### config.mk
export PLATFORM = sky130hd
export DESIGN_NAME = instruction_fetch
export DESIGN_NICKNAME = d
export VERILOG_FILES = /design/src/rtl/instruction_fetch.sv
export SDC_FILE = /design/constraint.sdc
export NUM_CORES = 1
export LEC_CHECK = 0
export ABC_AREA = 1
export CAP_MARGIN = 15
export CORE_AREA = 2 2 75 77
export CTS_CLUSTER_DIAMETER = 80
export DETAILED_ROUTE_END_ITERATION = 12
export DIE_AREA = 0 0 77 79
export HOLD_SLACK_MARGIN = 0.1
export PLACE_DENSITY = 0.7
export SLEW_MARGIN = 15
export SYNTH_ARGS = -nofsm -noshare
export SYNTH_HDL_FRONTEND = slang
export SYNTH_SLANG_ARGS = --single-unit
### constraint.sdc
create_clock -name i_clk -period 1.3 [get_ports i_clk]
set_clock_uncertainty 0.05 [all_clocks]
set_input_delay 0.26 -clock i_clk [delete_from_list [all_inputs] [get_ports i_clk]]
set_output_delay 0.26 -clock i_clk [all_outputs]
set_load 0.1 [all_outputs]
### src/rtl/instruction_fetch.sv
// instruction_fetch: paces program_counter, latches the fetched word, offers it downstream.
// Optional macro INSTRUCTION_FETCH_SINGLE_STEP_EN adds i_step and a STEP state.
module instruction_fetch #(
    parameter int unsigned FETCH_LATENCY    = 2,
    parameter logic [3:0]  HALT_OPCODE      = 4'hF,
    parameter logic [15:0] FETCH_COUNT_INIT = 16'h0000
) (
    input  logic        i_clk,
    input  logic        i_rst_n,
    input  logic [15:0] i_instruction,
    output logic        o_inc,
    output logic        o_valid,
    input  logic        i_ready,
    output logic [15:0] o_instr,
    output logic [3:0]  o_opcode,
    output logic [1:0]  o_rd,
    output logic [1:0]  o_rs,
    output logic [7:0]  o_imm,
    output logic        o_halted,
`ifdef INSTRUCTION_FETCH_SINGLE_STEP_EN
    input  logic        i_step,
`endif
    output logic [15:0] o_fetch_count
);

    localparam logic [3:0] LAT = 4'(FETCH_LATENCY);

    typedef enum logic [2:0] {
        S_WAIT,
        S_HOLD,
        S_ISSUE,
`ifdef INSTRUCTION_FETCH_SINGLE_STEP_EN
        S_STEP,
`endif
        S_HALTED
    } state_e;

    state_e      state_q;
    logic [3:0]  cnt_q;
    logic [15:0] ir_q;
    logic        valid_q;
    logic        inc_q;
    logic        halted_q;
    logic [15:0] count_q;

    // Fetch FSM; o_inc is set only on entry to ISSUE so it is a clean registered pulse
    always_ff @(posedge i_clk or negedge i_rst_n) begin
        if (!i_rst_n) begin
            state_q  <= S_WAIT;
            cnt_q    <= LAT;
            ir_q     <= 16'h0000;
            valid_q  <= 1'b0;
            inc_q    <= 1'b0;
            halted_q <= 1'b0;
            count_q  <= FETCH_COUNT_INIT;
        end else begin
            inc_q <= 1'b0;
            case (state_q)
                S_WAIT: begin
                    if (cnt_q == 4'd1) begin
                        ir_q    <= i_instruction;
                        valid_q <= 1'b1;
                        state_q <= S_HOLD;
                    end else begin
                        cnt_q <= cnt_q - 4'd1;
                    end
                end
                S_HOLD: begin
                    if (i_ready) begin
                        valid_q <= 1'b0;
                        count_q <= count_q + 16'd1;
                        if (ir_q[15:12] == HALT_OPCODE) begin
                            state_q  <= S_HALTED;
                            halted_q <= 1'b1;
                        end else begin
`ifdef INSTRUCTION_FETCH_SINGLE_STEP_EN
                            state_q <= S_STEP;
`else
                            state_q <= S_ISSUE;
                            inc_q   <= 1'b1;
`endif
                        end
                    end
                end
                S_ISSUE: begin
                    cnt_q   <= LAT;
                    state_q <= S_WAIT;
                end
`ifdef INSTRUCTION_FETCH_SINGLE_STEP_EN
                S_STEP: begin
                    if (i_step) begin
                        state_q <= S_ISSUE;
                        inc_q   <= 1'b1;
                    end
                end
`endif
                S_HALTED: begin
                    halted_q <= 1'b1;
                    valid_q  <= 1'b0;
                end
                default: begin
                    state_q <= S_WAIT;
                    cnt_q   <= LAT;
                end
            endcase
        end
    end

    assign o_inc         = inc_q;
    assign o_valid       = valid_q;
    assign o_instr       = ir_q;
    assign o_opcode      = ir_q[15:12];
    assign o_rd          = ir_q[11:10];
    assign o_rs          = ir_q[9:8];
    assign o_imm         = ir_q[7:0];
    assign o_halted      = halted_q;
    assign o_fetch_count = count_q;

endmodule

==> impl_metrics.yaml, run 1 <==
status:
  status: "complete, but fails checks"
  violations: "negative setup slack"
critical_path:
  critPathSlowestCell: "dfstp_2"
  rr_startpoint: "cnt_q[1]"
  cp-end-kind: "flip-flop"
  crit_type: "flip-flop to flip-flop"
  r2r_slack_ns: -0.05
  cp_data_required_time_ns: 1.45
  cpMostUsedCell: "inv_2"
  timing.critical_path.to: "o_instr[4]"
  slowest_delay_ns: 0.53
  crit_arrival_ns: 1.50
  worstPathCellList: "inv_2, ha_4, inv_2, nor2_4, nand3_4, buf_12, nand2_1, o21ai_1"
  crit_path_start_kind: "flip-flop"
  r2r-end: "o_instr[4]"
  cp-startpoint: "cnt_q[1]"
  worst-r2r-cell-count: 8
  path_max_fanout: 13
placed_design:
  io_buffer_count: 69
  place_inst: 359
  dpl.hpwl_microns: 3625
  place.gp.congestion: 0.7675
timing:
  setup_viol: 20
  fmax_mhz: 741.2
  min_period_ns: 1.349
  tightest_slew_ns: 0.2794
  drv_slew: 0
  relSlewSlack: 0.8123
  fin_crit_sh: 1.038
  finalHoldViolCount: 0
  rsz0062_at_grt: "yes"
  setup_slack_ns: -0.04917
  whs_ns: 0.4345
drt:
  dr.pass1.iters: 4
  route.detailed.drc: 0
  routed_wl_microns: 5040
  viasPerCell: 4.512
  num_vias: 1728
  drt_iter0_markers: 66
  routedWlPerCell_microns: 13.16
  ant_nets: 0
synth:
  ys_types: 30
  synth.avg_cell_area_sq_um: 8.901
  synth_nets: 250
  seq_area_frac_synth: 0.5062
  syn-instance-count: 228
  ys_warn_count: 0
  netlist_area_sq_um: 2029
  ys_ff_latch: 41
global_routing:
  grt_pass1_wl_microns: 8569
  grt-ovfl-total: 0
  grt_max_degree: 42
  grt_usage: 0.1782
  antenna_found_initial: 0
  grt_pass1_vias: 1758
clock_tree:
  numCtsBuffers: 5
  path_clk_slew_ns: 0.08
  clock_latency_ns: 0.28
  cts_tree: "done"
  numClockSinks: 41
  cts_root_buf: "clkbuf_8"
  cts_max_level: 2
  ctsLongestPathBuffers: 2
min_path:
  hold_class: "input port to asynchronous set/reset pin"
final_layout:
  final_cell_mix: "55 x buf_12, 44 x nand2_1, 30 x inv_1, 29 x dfrtp_4"
  fillCellCount: 380
  fin_nets: 332
  mostFrequentLayoutCell: "buf_12"
  n_antenna_cell: 0
  final_cell_count_no_fill: 383
  area_growth_pct: 86.07
  drive_gt1_frac: 0.5113
floorplan:
  core-area_sq_um: 5338
  die_w_microns: 77
  start_util: 0.3802
  rows: 27
  dieArea_sq_um: 6083
  die_h_microns: 79
  pin_count: 70
job:
  cap_violations: 0
## sequential cells by signal, indices dropped and copies added (netlist names)
name,cells
o_halted,1
cnt_q,4
o_inc,1
o_valid,1
o_fetch_count,16
state_q,2
o_instr,16
## synthesized netlist by cell type
| master | number | area [sq um] |
|---|---|---|
| nand3b_1 | 1 | 7.510 |
| xnor2_2 | 1 | 16.27 |
| o21ai_1 | 16 | 80.08 |
| buf_4 | 16 | 120.1 |
| a21oi_2 | 1 | 8.760 |
| o22ai_1 | 1 | 6.260 |
| nor2_1 | 13 | 48.80 |
| dfstp_2 | 1 | 26.28 |
| nand3_2 | 2 | 20.02 |
| a21oi_1 | 2 | 10.01 |
| nor2_8 | 1 | 20.02 |
| a22oi_1 | 1 | 7.510 |
| nand2_2 | 4 | 25.02 |
| a21o_1 | 1 | 7.510 |
| inv_2 | 2 | 7.510 |
| dfrtp_1 | 40 | 1001 |
| xnor2_1 | 5 | 43.79 |
| nor3_1 | 2 | 10.01 |
| nand2_1 | 50 | 187.7 |
| nand4_2 | 1 | 12.51 |
| inv_1 | 35 | 131.4 |
| xor2_1 | 5 | 43.79 |
| nand4_1 | 6 | 37.54 |
| nor2_2 | 3 | 18.77 |
| buf_2 | 3 | 15.01 |
| nand3_1 | 6 | 30.03 |
| nor2_4 | 2 | 22.52 |
| o21ai_0 | 3 | 15.01 |
| nand2_4 | 1 | 11.26 |
| ha_1 | 3 | 37.54 |
## cells by family (layout without fill, tap and decap cells)
family                     count (synthesis)  count (layout)  synth area share
AOI/OAI and AO/OA                         25              25           0.06659
xor gates and xnor gates                  11              11           0.05117
adders and majority gates                  3               3           0.01850
buffers and inverters                     56             139            0.1350
DFF                                       41              41            0.5062
and+or+nand+nor                           92              92            0.2226
## stage by stage
step	worst slack, ns	area (sq um)	util	setup TNS [ns]
final	-0.04917	3776	0.7075	-0.4961
after global routing	-0.1201	3776	0.7075	-2.668
after CTS	-0.07551	3686	0.6906	-0.6763
after detailed placement	-0.2421	3421	0.6409	-2.899
after global placement	-0.2026	3421	0.6409	-2.284
after floorplan	-0.09521	2196	-	-0.6284
## per-layer routing
metal / vias up / global-route usage / part of all wire
li1: 853 / - / -
met1: 824 / 0.2173 / 0.42
met3: 10 / 0.02955 / 0.031
met4: 0 / 0.07143 / 0.025
met2: 41 / 0.3158 / 0.52
met5: - / 0 / 0
## timing repair
item / CTS / global route
setup buffers: 10 / 4
pin swaps: 1 / 5
endpoints found under the setup margin: 37 / 74
hold endpoints to repair: 40 / 0
cloned: 1 / 0
hold buffers: 1 / 0
gates resized for setup: 7 / 21
## worst max-delay path, delay by kind of cell, from the launching register on
family | cells | cell delay, ns
and+or+nand+nor | 3 | 0.22
adders and majority gates | 1 | 0.14
buffers and inverters | 3 | 0.26
DFF | 1 | 0.53
AOI/OAI and AO/OA | 1 | 0.08
## layout make-up
| cell class | count | area, sq um | share of cell area |
|---|---|---|---|
| clock buffer | 7 | 96.34 | 0.02551 |
| inverter | 37 | 138.9 | 0.03678 |
| clock inverter | 1 | 5.005 | 0.001325 |
| sequential | 41 | 1140 | 0.3019 |
| multi-input combinational | 131 | 842.1 | 0.2230 |
| tap | 72 | 90.09 | 0.02386 |
| timing repair buffer | 94 | 1464 | 0.3877 |
## how the worst min path moves through the flow
stage	from	end	slack [ns]
finish	i_rst_n	o_instr[3]	0.43
global route	i_rst_n	o_instr[3]	0.46
CTS	i_rst_n	o_instr[0]	0.42
detailed placement	i_rst_n	o_instr[3]	0.20
global placement	i_rst_n	o_instr[3]	0.20
floorplan	i_rst_n	cnt_q[0]	-0.09
Power of run 1 is not shown: default switching activity piles up to over one toggle a cycle in this logic, so the estimate is an artifact.
==> run 2: changes to the inputs <==
--- a/config.mk
+++ b/config.mk
@@ -11,7 +11,6 @@
 export CTS_CLUSTER_DIAMETER = 80
 export DETAILED_ROUTE_END_ITERATION = 12
 export DIE_AREA = 0 0 77 79
-export HOLD_SLACK_MARGIN = 0.1
 export PLACE_DENSITY = 0.7
 export SLEW_MARGIN = 15
 export SYNTH_ARGS = -nofsm -noshare
==> results of run 2 <==
No change in the layout: final DEF, timing and power equal those of run 1.
Power of run 2 is left out for the same reason.
